**src/rtl/fe_branch_predictor.sv**
```systemverilog
// Front-end branch predictor: gshare pattern table of 2-bit counters plus a
// direct-mapped BTB. Lookup is combinational for the fetch stage; updates are
// driven by resolutions coming back from AGEX, which also raise a one-cycle
// registered redirect pulse on a misprediction.
module fe_branch_predictor #(
    parameter int DBITS        = 32,
    parameter int PTINDEXBITS  = 8,
    parameter int BTBINDEXBITS = 4,
    parameter int BHRBITS      = 8    // must match PTINDEXBITS (XOR-folded index)
) (
    input  logic                    clk,
    input  logic                    reset,
    // fetch-side lookup
    input  logic                    fetch_valid,
    input  logic [DBITS-1:0]        fetch_pc,
    output logic                    pred_taken,
    output logic [DBITS-1:0]        pred_target,
    output logic [PTINDEXBITS-1:0]  pt_idx,
    output logic [BTBINDEXBITS-1:0] btb_idx,
    // AGEX resolution
    input  logic                    resolve_valid,
    input  logic                    resolve_is_jump,
    input  logic                    resolve_taken,
    input  logic [DBITS-1:0]        resolve_pc,
    input  logic [DBITS-1:0]        resolve_target,
    input  logic [PTINDEXBITS-1:0]  resolve_pt_idx,
    input  logic [BTBINDEXBITS-1:0] resolve_btb_idx,
    input  logic                    resolve_pred_taken,
    input  logic [DBITS-1:0]        resolve_pred_target,
    // redirect and statistics
    output logic                    mispredict,
    output logic [DBITS-1:0]        redirect_pc,
    output logic [DBITS-1:0]        branch_count,
    output logic [DBITS-1:0]        mispredict_count
);

    localparam int TAGBITS = DBITS - BTBINDEXBITS - 2;
    localparam int PT_N    = 1 << PTINDEXBITS;
    localparam int BTB_N   = 1 << BTBINDEXBITS;

    typedef struct packed {
        logic               valid;
        logic               is_jump;
        logic [TAGBITS-1:0] tag;
        logic [DBITS-1:0]   target;
    } btb_entry_t;

    logic [1:0]         pt  [PT_N];
    btb_entry_t         btb [BTB_N];
    logic [BHRBITS-1:0] bhr;
    btb_entry_t         fetch_entry;
    logic               btb_hit;
    logic               mis_now;

    // Combinational lookup; state written at the edge, so a same-cycle
    // update is not visible until the next cycle.
    always_comb begin
        pt_idx      = fetch_pc[PTINDEXBITS+1:2] ^ bhr;
        btb_idx     = fetch_pc[BTBINDEXBITS+1:2];
        fetch_entry = btb[btb_idx];
        btb_hit     = fetch_entry.valid && (fetch_entry.tag == fetch_pc[DBITS-1:BTBINDEXBITS+2]);
        pred_taken  = fetch_valid && btb_hit && (fetch_entry.is_jump || pt[pt_idx][1]);
        pred_target = pred_taken ? fetch_entry.target : fetch_pc + DBITS'(4);
    end

    // A wrong direction, or a wrong target on a taken instruction, is a miss.
    assign mis_now = resolve_valid &&
                     ((resolve_taken != resolve_pred_taken) ||
                      (resolve_taken && (resolve_target != resolve_pred_target)));

    // Pattern table and global history: trained only by conditional branches.
    always_ff @(posedge clk or negedge reset) begin
        if (!reset) begin
            for (int i = 0; i < PT_N; i++) pt[i] <= 2'b01;
            bhr <= '0;
        end else if (resolve_valid && !resolve_is_jump) begin
            if (resolve_taken) begin
                if (pt[resolve_pt_idx] != 2'b11) pt[resolve_pt_idx] <= pt[resolve_pt_idx] + 2'b01;
            end else begin
                if (pt[resolve_pt_idx] != 2'b00) pt[resolve_pt_idx] <= pt[resolve_pt_idx] - 2'b01;
            end
            bhr <= {bhr[BHRBITS-2:0], resolve_taken};
        end
    end

    // BTB: allocate/overwrite on every taken resolution, jumps included.
    always_ff @(posedge clk or negedge reset) begin
        if (!reset) begin
            for (int i = 0; i < BTB_N; i++) btb[i] <= '0;
        end else if (resolve_valid && resolve_taken) begin
            btb[resolve_btb_idx] <= '{valid:   1'b1,
                                      is_jump: resolve_is_jump,
                                      tag:     resolve_pc[DBITS-1:BTBINDEXBITS+2],
                                      target:  resolve_target};
        end
    end

    // Registered redirect pulse; redirect_pc keeps its last value between misses.
    always_ff @(posedge clk or negedge reset) begin
        if (!reset) begin
            mispredict  <= 1'b0;
            redirect_pc <= '0;
        end else begin
            mispredict <= mis_now;
            if (mis_now) redirect_pc <= resolve_taken ? resolve_target : resolve_pc + DBITS'(4);
        end
    end

    // Saturating statistics counters.
    always_ff @(posedge clk or negedge reset) begin
        if (!reset) begin
            branch_count     <= '0;
            mispredict_count <= '0;
        end else begin
            if (resolve_valid && (branch_count != '1)) branch_count <= branch_count + DBITS'(1);
            if (mis_now && (mispredict_count != '1)) mispredict_count <= mispredict_count + DBITS'(1);
        end
    end

endmodule

```
**config.mk**
```make
export PLATFORM = sky130hd
export DESIGN_NAME = fe_branch_predictor
export DESIGN_NICKNAME = d
export VERILOG_FILES = /design/src/rtl/fe_branch_predictor.sv
export SDC_FILE = /design/constraint.sdc
export NUM_CORES = 2
export LEC_CHECK = 0
export ABC_AREA = 1
export CORE_ASPECT_RATIO = 0.8
export CORE_MARGIN = 1.5
export CORE_UTILIZATION = 45
export DETAILED_ROUTE_END_ITERATION = 10
export PLACE_DENSITY = 0.7
export RECOVER_POWER = 25
export SYNTH_ARGS = -nofsm -noshare
export SYNTH_HDL_FRONTEND = slang
export SYNTH_SLANG_ARGS = --single-unit
```
**constraint.sdc**
```tcl
create_clock -name clk -period 3.1 [get_ports clk]
set_input_delay 0.465 -clock clk [delete_from_list [all_inputs] [get_ports clk]]
set_output_delay 0.465 -clock clk [all_outputs]
set_load 0.01 [all_outputs]
```
-- Word-level counts from Yosys, hierarchy flattened
Index checks and enable logic that the tools add are counted.
- input bits: 147
- bits in registers: 1577
- output and inout bits: 142
- word-level logic and storage cells: 387
- $add $sub $neg: 6
- equal/unequal tests: 7
- muxes and demuxes: 21
- reduce and logical (&&, ||, !) cells: 17
- magnitude comparators: 6
- bitwise operators: 5
- operators with widths (operator ; count):
    512-bit two-way mux ; 3
    512-bit bitwise mux ; 2
    960-bit bitwise mux ; 1
    60-bit binary-select mux with 4-bit select ; 1
    60-bit demux with 4-bit select ; 1
    60-bit two-way mux ; 3
    32-bit by 1-bit adder with 32-bit output (second input constant) ; 2
    32-bit by 3-bit adder with 32-bit output (second input constant) ; 2
    32-bit two-way mux ; 2
    32-bit != test (second input constant) ; 2
    2-bit binary-select mux with 8-bit select ; 2
    32-bit != test ; 1
    26-bit == test ; 1
    9-bit >= comparator (second input constant) ; 2
    8-bit inverter with 9-bit output ; 2
    2-bit demux with 8-bit select ; 1
    1-bit logical AND ; 11
    5-bit >= comparator (second input constant) ; 2
    2-bit two-way mux ; 5
    4-bit inverter with 5-bit output ; 2
    9-bit by 1-bit < comparator with 1-bit output (second input constant) ; 1
    8-bit XOR ; 1
    5-bit by 1-bit < comparator with 1-bit output (second input constant) ; 1
    2-bit nonzero test ; 2
    8 further kinds ; 9

-- Longest topological paths before layout
- depth in word-level cells: 9
- gate-level depth with buffers: 26
- gate-level depth less buffers: 21

-- Worst setup path before layout
No wires, ideal clock.
- kind: input to register
- from: input port resolve_pt_idx[1]
- to: register pt[121] (netlist bit)
- stages: 20
- buffers on the path: 6
- required time: 3.037 ns
- arrival: 3.614 ns
- slack: -0.577 ns
- library setup time: 0.063 ns
- path through: nand2_1 -> buf_2 -> buf_2 -> buf_2 -> buf_1 -> o22ai_1 -> o21ai_0 -> nand4_1 -> nand2_1 -> o211ai_1 -> nand2_1 -> nand3_1 -> ha_1 -> xnor2_1 -> inv_1 -> clkbuf_1 -> clkbuf_1 -> nor3_1 -> a21oi_1 -> inv_1
- longest elaborated chain between the ends: 8
- elaborated cells on any way between the ends: 21
- those cells by class: add/sub: 2; order compare: 2; eq/ne: 2; mux: 10; bitwise: 1; reduce/logical: 4
- RTL lines (what ; RTL line ; RTL):
    start, declared ; 26 ; input logic [PTINDEXBITS-1:0] resolve_pt_idx,
    8-bit inverter with 9-bit output (not written as such) * ; 78, 80 ;
    2-bit binary-select mux with 8-bit select, or another cell as far along ; 78, 80 ;
    2-bit two-way mux (not written as such) or 1-bit logical AND (tied branches) ; 78, 80 ;
    2-bit two-way mux (not written as such) ; 78, 80 ;
    2-bit by 1-bit subtractor with 2-bit output, or another cell as far along ; 80 ; if (pt[resolve_pt_idx] != 2'b00) pt[resolve_pt_idx] <= pt[resolve_pt_idx] - 2'b01;
    512-bit bitwise mux, on equally long branches ; 80, 78 ;
    512-bit two-way mux, on equally long branches ; 80, 78 ;
    512-bit two-way mux ; 77 ; if (resolve_taken) begin
    end, declared ; 48 ; logic [1:0] pt [PT_N];
Mark *: on every way between the ends. The rest lies on a longest branch, timed or not. The select of a mux whose other input is x is not followed.
A chain may end at the register's enable or synchronous reset.

-- Worst setup path in the final report
- from: input port fetch_pc[5]
- to: output port pred_target[21]
- longest elaborated chain between the ends: 9
- elaborated cells on any way between the ends: 16
- those cells by class: add/sub: 1; eq/ne: 1; mux: 7; bitwise: 3; reduce/logical: 4
- RTL lines (what ; RTL line ; RTL):
    start, declared ; 15 ; input logic [DBITS-1:0] fetch_pc,
    branches (longest 8 deep; another with 8-bit inverter with 9-bit output) ; - ;
    32-bit two-way mux * ; 63 ; pred_target = pred_taken ? fetch_entry.target : fetch_pc + DBITS'(4);
    end, declared ; 17 ; output logic [DBITS-1:0] pred_target,
Mark *: on every way between the ends. The select of a mux whose other input is x is not followed.

==> impl_metrics.tcl <==
set metrics [dict create \
    grt_pass1_wl_um 479000 \
    total_power_uw 58800 \
    syn_nets 10900 \
    std_cell_rows 138 \
    cts_tree "yes" \
    max_cap_viol_count 1 \
    yosysTopAreaCell "dfrtp_1" \
    slew_headroom -0.370 \
    swShare 0.321 \
    cellPowerDensity_nw_per_um2 563 \
    fin_crit_sh 1.32 \
    drv_slew 53 \
    clock_skew_ps 59.6 \
    tightest_slew_ps 2050 \
    io_pins 289 \
    seq_area_um2 39800 \
    area_growth_syn_to_layout_pct 30.2 \
    internal-power_uw 39900 \
    clk_pin_slew_worst_paths_ps 60 \
    drc_errors 0 \
    nNetsFinal 11600 \
    worst_setup_path_end_kind "output pin" \
    routedWlPerCell_um 23.4 \
    seq_power_share 0.424 \
    die_w_um 475 \
    cp_slowest_cell "clkdlybuf4s50_1" \
    p_leak_uw 0.0512 \
    synth_area_um2 80200 \
    ir_drop_mv 0.528 \
    drive_gt1_frac 0.225 \
    crit_chain "clkdlybuf4s50_1 > buf_12 > clkinv_2 > nor2_4 > buf_12 > buf_4 > nand2_1 > nand2_1 > inv_1 > nand2_1 > nand2_1 > nand2_1 > nand2_1 > nor2_1 > nand2_1 > nor2_2 > nand3_2 > nor2_4 > buf_4 > nand3_1 > nand2_1 > clkdlybuf4s15_2" \
    yosys.cell_count.top_type "nand2_1" \
    fin_cells 13900 \
    routed_wl_um 326000 \
    track_usage 0.347 \
    viasPerCell 5.86 \
    synthTopCellsByArea "dfrtp_1, nand2_1, o21ai_0" \
    ys_ff_latch 1577 \
    hp-class "primary input to flip-flop" \
    htree_levels 4 \
    drt-initial-drc-count 11500 \
    cp_top_family "buffers and inverters" \
    start_util 0.453 \
    tns_ps -229810 \
    hold_viol_final 0 \
    cp_max_fo 11 \
    multi_input_area_um2 38400 \
    syn_avg_cell_area_um2 7.50 \
    arrival_ps 3630 \
    antenna_found_initial 11 \
    clock-sinks 1577 \
    drt_pass1_iterations 7 \
    grt_pass1_vias 76400 \
    clockBufferDepth 3 \
    core-area_um2 177000 \
    fin_ws_ps -992 \
    synthArstFlopShare 1.00 \
    vias 81500 \
    fill_cells 15200 \
    die-area_um2 181000 \
    grt-ovfl-total 0 \
    synth_edf_count 0 \
    crit_type "primary input to output pin" \
    gp_congestion 0.995 \
    yosysSeqAreaShare 0.496 \
    period_needed_ps 4090 \
    yosysUniqueCellTypes 52 \
    rsz0062_at_grt "true" \
    clock_latency_ps 840 \
    critPathBufInv 8 \
    status "finished, violations left" \
    fmax_mhz 244 \
    grt_max_degree 149 \
    critical_path.most_common_cell "nand2_1" \
    synth_warnings 0 \
    synth-main-ff-cell "dfrtp_1" \
    required_ps 2630 \
    cts_made_buffers 166 \
    cts-root-buf "clkbuf_16" \
    numPortBuffers 288 \
    p_clk_frac 0.348 \
    die_y_um 381 \
    place_hpwl_um 208000 \
    synth_top_area_frac 0.412 \
    violations "capacitance limit, slew limit, setup timing" \
    final_antenna_net_count 0 \
    start_kind "primary input" \
    synthCells 10700 \
    regToRegSetupSlack_ps -600 \
    switching_power_uw 18900 \
    dp_cells 13500 \
    max_stage_delay_ps 510 \
    yosys-top-cells-count "nand2_1, o21ai_0, dfrtp_1, inv_1, nor2_1" \
    power_frac_comb 0.228 \
    finalSetupViolCount 701 \
]
placed cells by master (no fill, tap or decap), drive strengths merged, types with 6 or more instances in the layout:
master and n:
nand3 711, a22oi 7, nor3 102, a21oi 90
clkinv 58, o211ai 53, xor2 108, inv 964
clkinvlp 14, o221ai 54, dfrtp 1321, o21ai 1728
nor2 810, dfstp 256, o22ai 327, xnor2 26
ha 6, nand2 3267, clkbuf 279, nor4 19
clkdlybuf4s50 246, buf 997, a31oi 8, nand4 46
per-stage QoR:
stage	worst slack, ps	cell area [µm²]	utilization	hold WS, ps
2_1_floorplan	0.0990	80800	-	169
3_3_place_gp	-2080	92200	0.521	395
3_5_place_dp	-2000	92200	0.521	396
4_1_cts	-1040	99800	0.564	102
5_1_grt	-1110	105000	0.591	134
6_report	-992	105000	0.591	126
power groups by stage:
stage / combinational, µW / sequential, µW / clock, µW
after floorplan: 6120 / 24800 / 0
final: 13400 / 24900 / 20500
after detailed placement: 11500 / 25200 / 0
after CTS: 12300 / 24900 / 20600
after global placement: 11200 / 25100 / 0
after global routing: 14400 / 25200 / 21400
worst register-to-register path, stage by stage, from the launching register on:
cell and delay [ps]:
dfrtp_1 370, inv_1 120, o22ai_1 120, o21ai_0 510, nand3_1 160, a21oi_1 160
buf_4 130, o211ai_1 220, nand2_1 160, nand3_2 130, ha_4 190, nand2_4 60
nand3_4 160, clkinv_8 180, buf_12 160, clkbuf_16 200, clkbuf_16 220, nand2_8 70
a21oi_2 190, inv_1 80
routing by layer:
metal,up-vias,global-route usage,routed length [µm]
li1,36100,-,-
met5,-,0,191
met2,5177,0.490,134000
met3,1021,0.113,46100
met4,26,0.131,15300
met1,39300,0.492,130000
area by class of cell:
| cell class | instances | area share |
|---|---|---|
| Clock inverter | 67 | 0.00630 |
| Sequential cell | 1577 | 0.381 |
| Timing Repair Buffer | 1291 | 0.134 |
| Inverter | 974 | 0.0370 |
| Tap cell | 2380 | 0.0285 |
| Multi-Input combinational cell | 7392 | 0.367 |
| Antenna cell | 2 | 0.0000479 |
| Clock buffer | 240 | 0.0465 |
final timing paths:
kind / start / cells past startpoint / endpoint
max: fetch_pc[5] / 22 / pred_target[21]
min: resolve_taken / 3 / redirect_pc[30]
max reg2reg: pt[281] / 19 / pt[101]
min reg2reg: btb[839] / 2 / btb[839]
max in group asynchronous: reset / 4 / asynchronous set/reset pin
min in group asynchronous: reset / 2 / branch_count[4]
kinds of logic after synthesis:
logic type | after synthesis | share of synthesized area
compound gates | 2278 | 0.152
xor+xnor | 134 | 0.0150
fa+ha+maj | 6 | 0.000936
buf+inv | 1734 | 0.0867
flops | 1577 | 0.496
simple gates | 4971 | 0.249
timing repair:
item,4_1_cts,5_1_grt
gates resized for setup,400,1459
buffers inserted,45,35
gates cloned,27,19
endpoints found under the setup margin,547,547
endpoints found under the hold margin,158,0
pin swaps,27,344
hold buffers,1,0
(Power assumes the default switching activity.)
